`src/rtl/pipe_ctrl_decoder.sv`:
```
// Registered main-control decoder for the pipelined MIPS core: ID-stage decode into the
// ID/EX control register, load-use hazard detection, bubble insertion and a stall counter.
module pipe_ctrl_decoder #(
  parameter int ALU_OP_W = 4,
  parameter int BTYPE_W  = 2,
  parameter int REG_W    = 5,
  parameter int CNT_W    = 16
) (
  input  logic                clk_i,
  input  logic                rst_i,
  input  logic [31:0]         instr_i,
  input  logic                instr_vld_i,
  input  logic                flush_i,
  input  logic                ex_memread_i,
  input  logic [REG_W-1:0]    ex_rt_i,
  output logic                stall_o,
  output logic                vld_o,
  output logic [ALU_OP_W-1:0] alu_op_o,
  output logic                alusrc_o,
  output logic                regdst_o,
  output logic                regwrite_o,
  output logic                branch_o,
  output logic                memtoreg_o,
  output logic                memread_o,
  output logic                memwrite_o,
  output logic                jump_o,
  output logic                jal_o,
  output logic                jr_o,
  output logic [BTYPE_W-1:0]  btype_o,
  output logic                illegal_o,
  output logic [CNT_W-1:0]    stall_cnt_o
);

  localparam logic [5:0] OP_R    = 6'd0;
  localparam logic [5:0] OP_BGEZ = 6'd1;
  localparam logic [5:0] OP_J    = 6'd2;
  localparam logic [5:0] OP_JAL  = 6'd3;
  localparam logic [5:0] OP_BEQ  = 6'd4;
  localparam logic [5:0] OP_BNE  = 6'd5;
  localparam logic [5:0] OP_BGT  = 6'd7;
  localparam logic [5:0] OP_ADDI = 6'd8;
  localparam logic [5:0] OP_SLTI = 6'd10;
  localparam logic [5:0] OP_ORI  = 6'd13;
  localparam logic [5:0] OP_LUI  = 6'd15;
  localparam logic [5:0] OP_LW   = 6'd35;
  localparam logic [5:0] OP_SW   = 6'd43;

  localparam logic [5:0] FUNCT_JR = 6'd8;

  localparam logic [1:0] BT_EQ  = 2'd0;
  localparam logic [1:0] BT_GT  = 2'd1;
  localparam logic [1:0] BT_GEZ = 2'd2;
  localparam logic [1:0] BT_NE  = 2'd3;

  logic [5:0]       w_op;
  logic [5:0]       w_funct;
  logic [REG_W-1:0] w_rs;
  logic [REG_W-1:0] w_rt;
  logic             w_unused_bits;

  assign w_op          = instr_i[31:26];
  assign w_funct       = instr_i[5:0];
  assign w_rs          = REG_W'(instr_i[25:21]);
  assign w_rt          = REG_W'(instr_i[20:16]);
  assign w_unused_bits = ^instr_i[15:6];

  logic [3:0] w_alu_code;
  logic [1:0] w_bt_code;
  logic       w_alusrc;
  logic       w_regdst;
  logic       w_regwrite;
  logic       w_branch;
  logic       w_memtoreg;
  logic       w_memread;
  logic       w_memwrite;
  logic       w_jump;
  logic       w_jal;
  logic       w_jr;
  logic       w_illegal;
  logic       w_rs_used;
  logic       w_rt_used;

  always_comb begin
    w_alu_code = 4'd0;
    w_bt_code  = BT_EQ;
    w_alusrc   = 1'b0;
    w_regdst   = 1'b0;
    w_regwrite = 1'b0;
    w_branch   = 1'b0;
    w_memtoreg = 1'b0;
    w_memread  = 1'b0;
    w_memwrite = 1'b0;
    w_jump     = 1'b0;
    w_jal      = 1'b0;
    w_jr       = 1'b0;
    w_illegal  = 1'b0;
    w_rs_used  = 1'b1;
    w_rt_used  = 1'b0;
    case (w_op)
      OP_R: begin
        w_alu_code = 4'd0;
        w_regdst   = 1'b1;
        w_rt_used  = 1'b1;
        // JR writes no register; it only redirects the PC
        if (w_funct == FUNCT_JR) begin
          w_jr       = 1'b1;
          w_regwrite = 1'b0;
        end else begin
          w_regwrite = 1'b1;
        end
      end
      OP_ADDI: begin
        w_alu_code = 4'd1;
        w_alusrc   = 1'b1;
        w_regwrite = 1'b1;
      end
      OP_SLTI: begin
        w_alu_code = 4'd2;
        w_alusrc   = 1'b1;
        w_regwrite = 1'b1;
      end
      OP_BEQ: begin
        w_alu_code = 4'd3;
        w_branch   = 1'b1;
        w_bt_code  = BT_EQ;
        w_rt_used  = 1'b1;
      end
      OP_LUI: begin
        w_alu_code = 4'd4;
        w_alusrc   = 1'b1;
        w_regwrite = 1'b1;
        w_rs_used  = 1'b0;
      end
      OP_ORI: begin
        w_alu_code = 4'd5;
        w_alusrc   = 1'b1;
        w_regwrite = 1'b1;
      end
      OP_BNE: begin
        w_alu_code = 4'd6;
        w_branch   = 1'b1;
        w_bt_code  = BT_NE;
        w_rt_used  = 1'b1;
      end
      OP_LW: begin
        w_alu_code = 4'd7;
        w_alusrc   = 1'b1;
        w_regwrite = 1'b1;
        w_memtoreg = 1'b1;
        w_memread  = 1'b1;
      end
      OP_SW: begin
        w_alu_code = 4'd8;
        w_alusrc   = 1'b1;
        w_memwrite = 1'b1;
        w_rt_used  = 1'b1;
      end
      OP_J: begin
        w_alu_code = 4'd9;
        w_jump     = 1'b1;
        w_rs_used  = 1'b0;
      end
      OP_BGT: begin
        w_alu_code = 4'd10;
        w_branch   = 1'b1;
        w_bt_code  = BT_GT;
        w_rt_used  = 1'b1;
      end
      OP_BGEZ: begin
        w_alu_code = 4'd12;
        w_branch   = 1'b1;
        w_bt_code  = BT_GEZ;
      end
      OP_JAL: begin
        w_alu_code = 4'd13;
        w_jump     = 1'b1;
        w_jal      = 1'b1;
        w_regwrite = 1'b1;
        w_rs_used  = 1'b0;
      end
      default: begin
        w_illegal = 1'b1;
      end
    endcase
  end

  // Load-use hazard; a taken branch/jump kills the ID instruction so no stall is needed
  logic w_rs_hit;
  logic w_rt_hit;
  logic w_stall;
  logic w_bubble;

  assign w_rs_hit = w_rs_used && (ex_rt_i == w_rs);
  assign w_rt_hit = w_rt_used && (ex_rt_i == w_rt);
  assign w_stall  = instr_vld_i && ex_memread_i && (ex_rt_i != '0)
                    && (w_rs_hit || w_rt_hit) && !flush_i;
  assign w_bubble = flush_i || w_stall || !instr_vld_i;

  logic                r_vld;
  logic [ALU_OP_W-1:0] r_alu_op;
  logic                r_alusrc;
  logic                r_regdst;
  logic                r_regwrite;
  logic                r_branch;
  logic                r_memtoreg;
  logic                r_memread;
  logic                r_memwrite;
  logic                r_jump;
  logic                r_jal;
  logic                r_jr;
  logic [BTYPE_W-1:0]  r_btype;
  logic                r_illegal;
  logic [CNT_W-1:0]    r_stall_cnt;

  always_ff @(posedge clk_i or posedge rst_i) begin
    if (rst_i) begin
      r_vld      <= 1'b0;
      r_alu_op   <= '0;
      r_alusrc   <= 1'b0;
      r_regdst   <= 1'b0;
      r_regwrite <= 1'b0;
      r_branch   <= 1'b0;
      r_memtoreg <= 1'b0;
      r_memread  <= 1'b0;
      r_memwrite <= 1'b0;
      r_jump     <= 1'b0;
      r_jal      <= 1'b0;
      r_jr       <= 1'b0;
      r_btype    <= '0;
      r_illegal  <= 1'b0;
    end else if (w_bubble) begin
      r_vld      <= 1'b0;
      r_alu_op   <= '0;
      r_alusrc   <= 1'b0;
      r_regdst   <= 1'b0;
      r_regwrite <= 1'b0;
      r_branch   <= 1'b0;
      r_memtoreg <= 1'b0;
      r_memread  <= 1'b0;
      r_memwrite <= 1'b0;
      r_jump     <= 1'b0;
      r_jal      <= 1'b0;
      r_jr       <= 1'b0;
      r_btype    <= '0;
      r_illegal  <= 1'b0;
    end else begin
      r_vld      <= 1'b1;
      r_alu_op   <= ALU_OP_W'(w_alu_code);
      r_alusrc   <= w_alusrc;
      r_regdst   <= w_regdst;
      r_regwrite <= w_regwrite;
      r_branch   <= w_branch;
      r_memtoreg <= w_memtoreg;
      r_memread  <= w_memread;
      r_memwrite <= w_memwrite;
      r_jump     <= w_jump;
      r_jal      <= w_jal;
      r_jr       <= w_jr;
      r_btype    <= BTYPE_W'(w_bt_code);
      r_illegal  <= w_illegal;
    end
  end

  // Saturating stall counter
  always_ff @(posedge clk_i or posedge rst_i) begin
    if (rst_i) begin
      r_stall_cnt <= '0;
    end else if (w_stall && (r_stall_cnt != {CNT_W{1'b1}})) begin
      r_stall_cnt <= r_stall_cnt + CNT_W'(1);
    end
  end

  assign stall_o     = w_stall;
  assign vld_o       = r_vld;
  assign alu_op_o    = r_alu_op;
  assign alusrc_o    = r_alusrc;
  assign regdst_o    = r_regdst;
  assign regwrite_o  = r_regwrite;
  assign branch_o    = r_branch;
  assign memtoreg_o  = r_memtoreg;
  assign memread_o   = r_memread;
  assign memwrite_o  = r_memwrite;
  assign jump_o      = r_jump;
  assign jal_o       = r_jal;
  assign jr_o        = r_jr;
  assign btype_o     = r_btype;
  assign illegal_o   = r_illegal;
  assign stall_cnt_o = r_stall_cnt;

endmodule
```
`config.mk`:
```
export PLATFORM = sky130hd
export DESIGN_NAME = pipe_ctrl_decoder
export DESIGN_NICKNAME = d
export VERILOG_FILES = /design/src/rtl/pipe_ctrl_decoder.sv
export SDC_FILE = /design/constraint.sdc
export NUM_CORES = 1
export LEC_CHECK = 0
export BUFFER_PORTS_ARGS = -buffer_cell sky130_fd_sc_hd__buf_2
export CAP_MARGIN = 20
export CORE_ASPECT_RATIO = 1.2
export CORE_UTILIZATION = 43
export CTS_CLUSTER_SIZE = 40
export DETAILED_ROUTE_END_ITERATION = 16
export PLACE_DENSITY = 0.8
export SLEW_MARGIN = 10
export SYNTH_ARGS = -nofsm -noshare
export SYNTH_HDL_FRONTEND = slang
export SYNTH_SLANG_ARGS = --single-unit
```
`constraint.sdc`:
```
create_clock -name clk_i -period 1.8 [get_ports clk_i]
set_input_delay 0.18 -clock clk_i [delete_from_list [all_inputs] [get_ports clk_i]]
set_output_delay 0.18 -clock clk_i [all_outputs]
set_load 0.01 [all_outputs]
```
==> results.md <==
* Proportion of synthesized area in mux cells at 1.214%
* Setup crit end kind: output pin
* Die W at 61.97 microns
* Largest net degree at the start of global routing at 34
* Post-synth net total at 236
* Synth Flop Type: dfrtp_1
* Setup violators final at 4
* I/O pin total at 77
* Adder-cell share of the synthesized area at 0.6743%
* Clock slew at reported path FFs at 0.06 ns
* Share of the synthesized area in the top cell type at 44.50%
* Skew final at 0.006348 ns
* Wire per inst at 13.72 microns
* Simple-gate share of the synthesized area at 29.20%
* Setup TNS at -0.08949 ns
* CP Cell Sequence: buf_8 > or4_4 > o211ai_4 > nor4_4 > a21oi_4 > buf_6 > nor2_1 > buf_2
* DRT iter0 DRCs at 119
* Final WS setup at -0.04290 ns
* Tmin final at 1.843 ns
* Remaining DRCs at 0
* Num CTS Buffers at 5
* Mapped Area at 1856 sq um
* Area occupied by multi-input gates at 1067 sq um
* Worst Path Class, Setup: primary input to output pin
* Startpoint types: primary input
* Status: finished with violations
* Synth Area in XOR/XNOR at 11.80%
* R2R setup slack at -0.02 ns
* Vias at 1864
* Max reg flops at 16
* Largest family of logic cells by synthesized area: simple AND/OR/NAND/NOR gates
* CP peak stage delay at 0.54 ns
* Core Box Area at 4035 sq um
* GP Congestion at 0.8815
* Vias/cell at 5.207
* Final nets at 347
* Final ANT Viol Nets at 0
* Synth Register Bits at 33
* H-tree depth at 2
* Warnings from Yosys at 0
* First-pass GRT wire length at 7.514 mm
* Worst Path Arrival at 1.66 ns
* Clock latency on the worst-skew pair at 0.29 ns
* Maximum vdd ir drop at 243.8 uV
* Worst Setup EP: stall_o
* Die footprint at 4583 sq um
* CTS tree: yes
* Fmax at 542.6 MHz
* Number of global-route vias before repair at 1858
* Crit path depth at 8
* Detailed Route WL at 4.913 mm
* Unrepaired setup endpoints after global routing: yes
* Initial antenna violation count at 0
* Die Ht at 73.96 microns
* # port buffers at 66
* Fraction of layout cells with a size suffix above 1 at 48.36%
* Hold Crit Class: primary input to register
* Violations in the final reports: negative setup slack
* Number of flops mapped to enable cells by yosys at 0
* Critical path's slowest cell: or4_4
* Register area at 827.0 sq um
* Compound-gate portion of the synthesized area at 8.564%
* Row count at 25
* Slew headroom at 73.48%
* WP buf/inv at 3
* Final instance area at 2788 sq um
* Synth top area cells: dfrtp_1 (45%), xor2_1 (6.6%), xnor2_1 (5.2%)
* Place WS at -0.1458 ns
* Worst-Margin Slew at 0.3978 ns
* Starting Density at 45.98%
* Worst R2R Path Depth at 8
* Placed cells at 346
* Final period utilization at 102.4%
* Filler cell count at 311
* Clock buffer depth at 2
* Capturing point of the worst reg2reg path: stall_cnt_o[1]
* Pwr dens at 585.4 nW/um^2
* Ys async rst share at 100.0%
* Crit path from: ex_rt_i[4]
* Global Route Usage Sum at 22.25%
* Hold Worst Slack at 0.2233 ns
* CP Max Fanout at 6
* Synth cell types at 44
* Reg-to-reg startpoint: stall_cnt_o[1]
* Root buf cell: clkbuf_8
* Kind of cell adding the most delay to the critical path: simple AND/OR/NAND/NOR gates
* Clock sink total at 33
* Final hold vios at 0
* Cell area after placement at 2560 sq um
* Area leader, netlist: dfrtp_1
* Gr ovfl total at 0
* P&R area growth vs syn at 50.24%
* Leak at 1.423 nW
* Max Slew Vio Count at 0
* Max Cap Violations at 0
* Sequential element share of the synthesized area at 44.50%
* Worst EP required at 1.62 ns
* Diode count at 0
* Fin cells at 358
* Dpl hpwl at 3.472 mm
* Drt pass-1 iters at 4
* Cells after Synth at 193
* Mean Syn Cell Area at 9.614 sq um
-- per-stage QoR --
step / power (mW) / utilization, %
floorplan: 0.9137 / -
global placement: 1.038 / 63.44
detailed placement: 1.043 / 63.44
CTS: 1.613 / 66.79
global route: 1.710 / 69.09
finish: 1.632 / 69.09
-- cell usage in the layout (no fill, tap or decap), types with 5 or more instances in the layout --
cell type	n
nand3_1	5
dfrtp_1	32
xor2_1	14
buf_4	47
nor4_2	7
a21oi_1	6
nor4_1	6
xnor2_1	10
buf_2	64
nor2_1	19
clkbuf_8	6
nand2_1	15
o21ai_0	6
-- worst min path at each step --
stage,from,to,cells past startpoint
floorplan,rst_i,alu_op_o[0],1
global placement,rst_i,stall_cnt_o[2],3
detailed placement,rst_i,stall_cnt_o[3],3
CTS,instr_i[0],jr_o,4
global route,instr_i[0],jr_o,4
finish,instr_i[0],jr_o,4
-- routing by layer --
layer / GRT usage, % / up-vias / part of all wire [%]
met2: 40.78 / 68 / 56
met5: 0 / - / 0
met3: 4.696 / 14 / 4.1
met1: 22.46 / 884 / 37
li1: - / 898 / -
met4: 12.59 / 0 / 3.0
-- synthesized netlist by cell type (3+ instances only) --
cell type	instances
nor3_2	3
dfrtp_1	33
xnor2_1	11
nand2_1	15
buf_2	3
nand2b_1	4
nor3_1	4
nand4_1	3
nor4_2	4
a21oi_1	6
and3_1	4
buf_4	3
clkbuf_1	5
nor4_1	10
nor2_1	21
inv_1	4
and2_1	3
nand3_1	7
xor2_1	14
o21ai_0	6
-- layout make-up --
class / instances / area share (%)
sequential: 33 / 29.67
tap: 54 / 2.424
multi-input combinational: 144 / 38.29
timing repair buffer: 115 / 25.85
clock buffer: 7 / 3.097
inverter: 5 / 0.6733
-- report_power, final --
group / switching [mW] / internal [mW] / total [mW]
Combinational: 0.148 / 0.150 / 0.298
Sequential: 0.0113 / 0.757 / 0.768
Clock: 0.262 / 0.303 / 0.566
-- worst register-to-register path, delay by kind of cell, from the launching register on --
kind	cells	cell delay (ns)
multiplexers	1	0.31
flip-flops	1	0.42
AND/OR/NAND/NOR	5	0.63
buffers and inverters	1	0.14
adder cells (fa/ha/maj)	1	0.20
-- what timing repair did --
| action | in CTS | in global routing |
|---|---|---|
| setup endpoints to repair | 3 | 14 |
| hold endpoints to repair | 33 | 0 |
| hold buffers | 1 | 0 |
| buffers inserted | 2 | 2 |
| pin swaps | 3 | 10 |
| resized for setup | 3 | 15 |
-- logic make-up after synthesis --
kind of cell	Yosys count
muxes	2
buffers and inverters	16
DFF	33
xor gates and xnor gates	25
AOI/OAI and AO/OA	23
and+or+nand+nor	93
adders and majority gates	1
No activity file was read; power rests on OpenSTA's default activity.
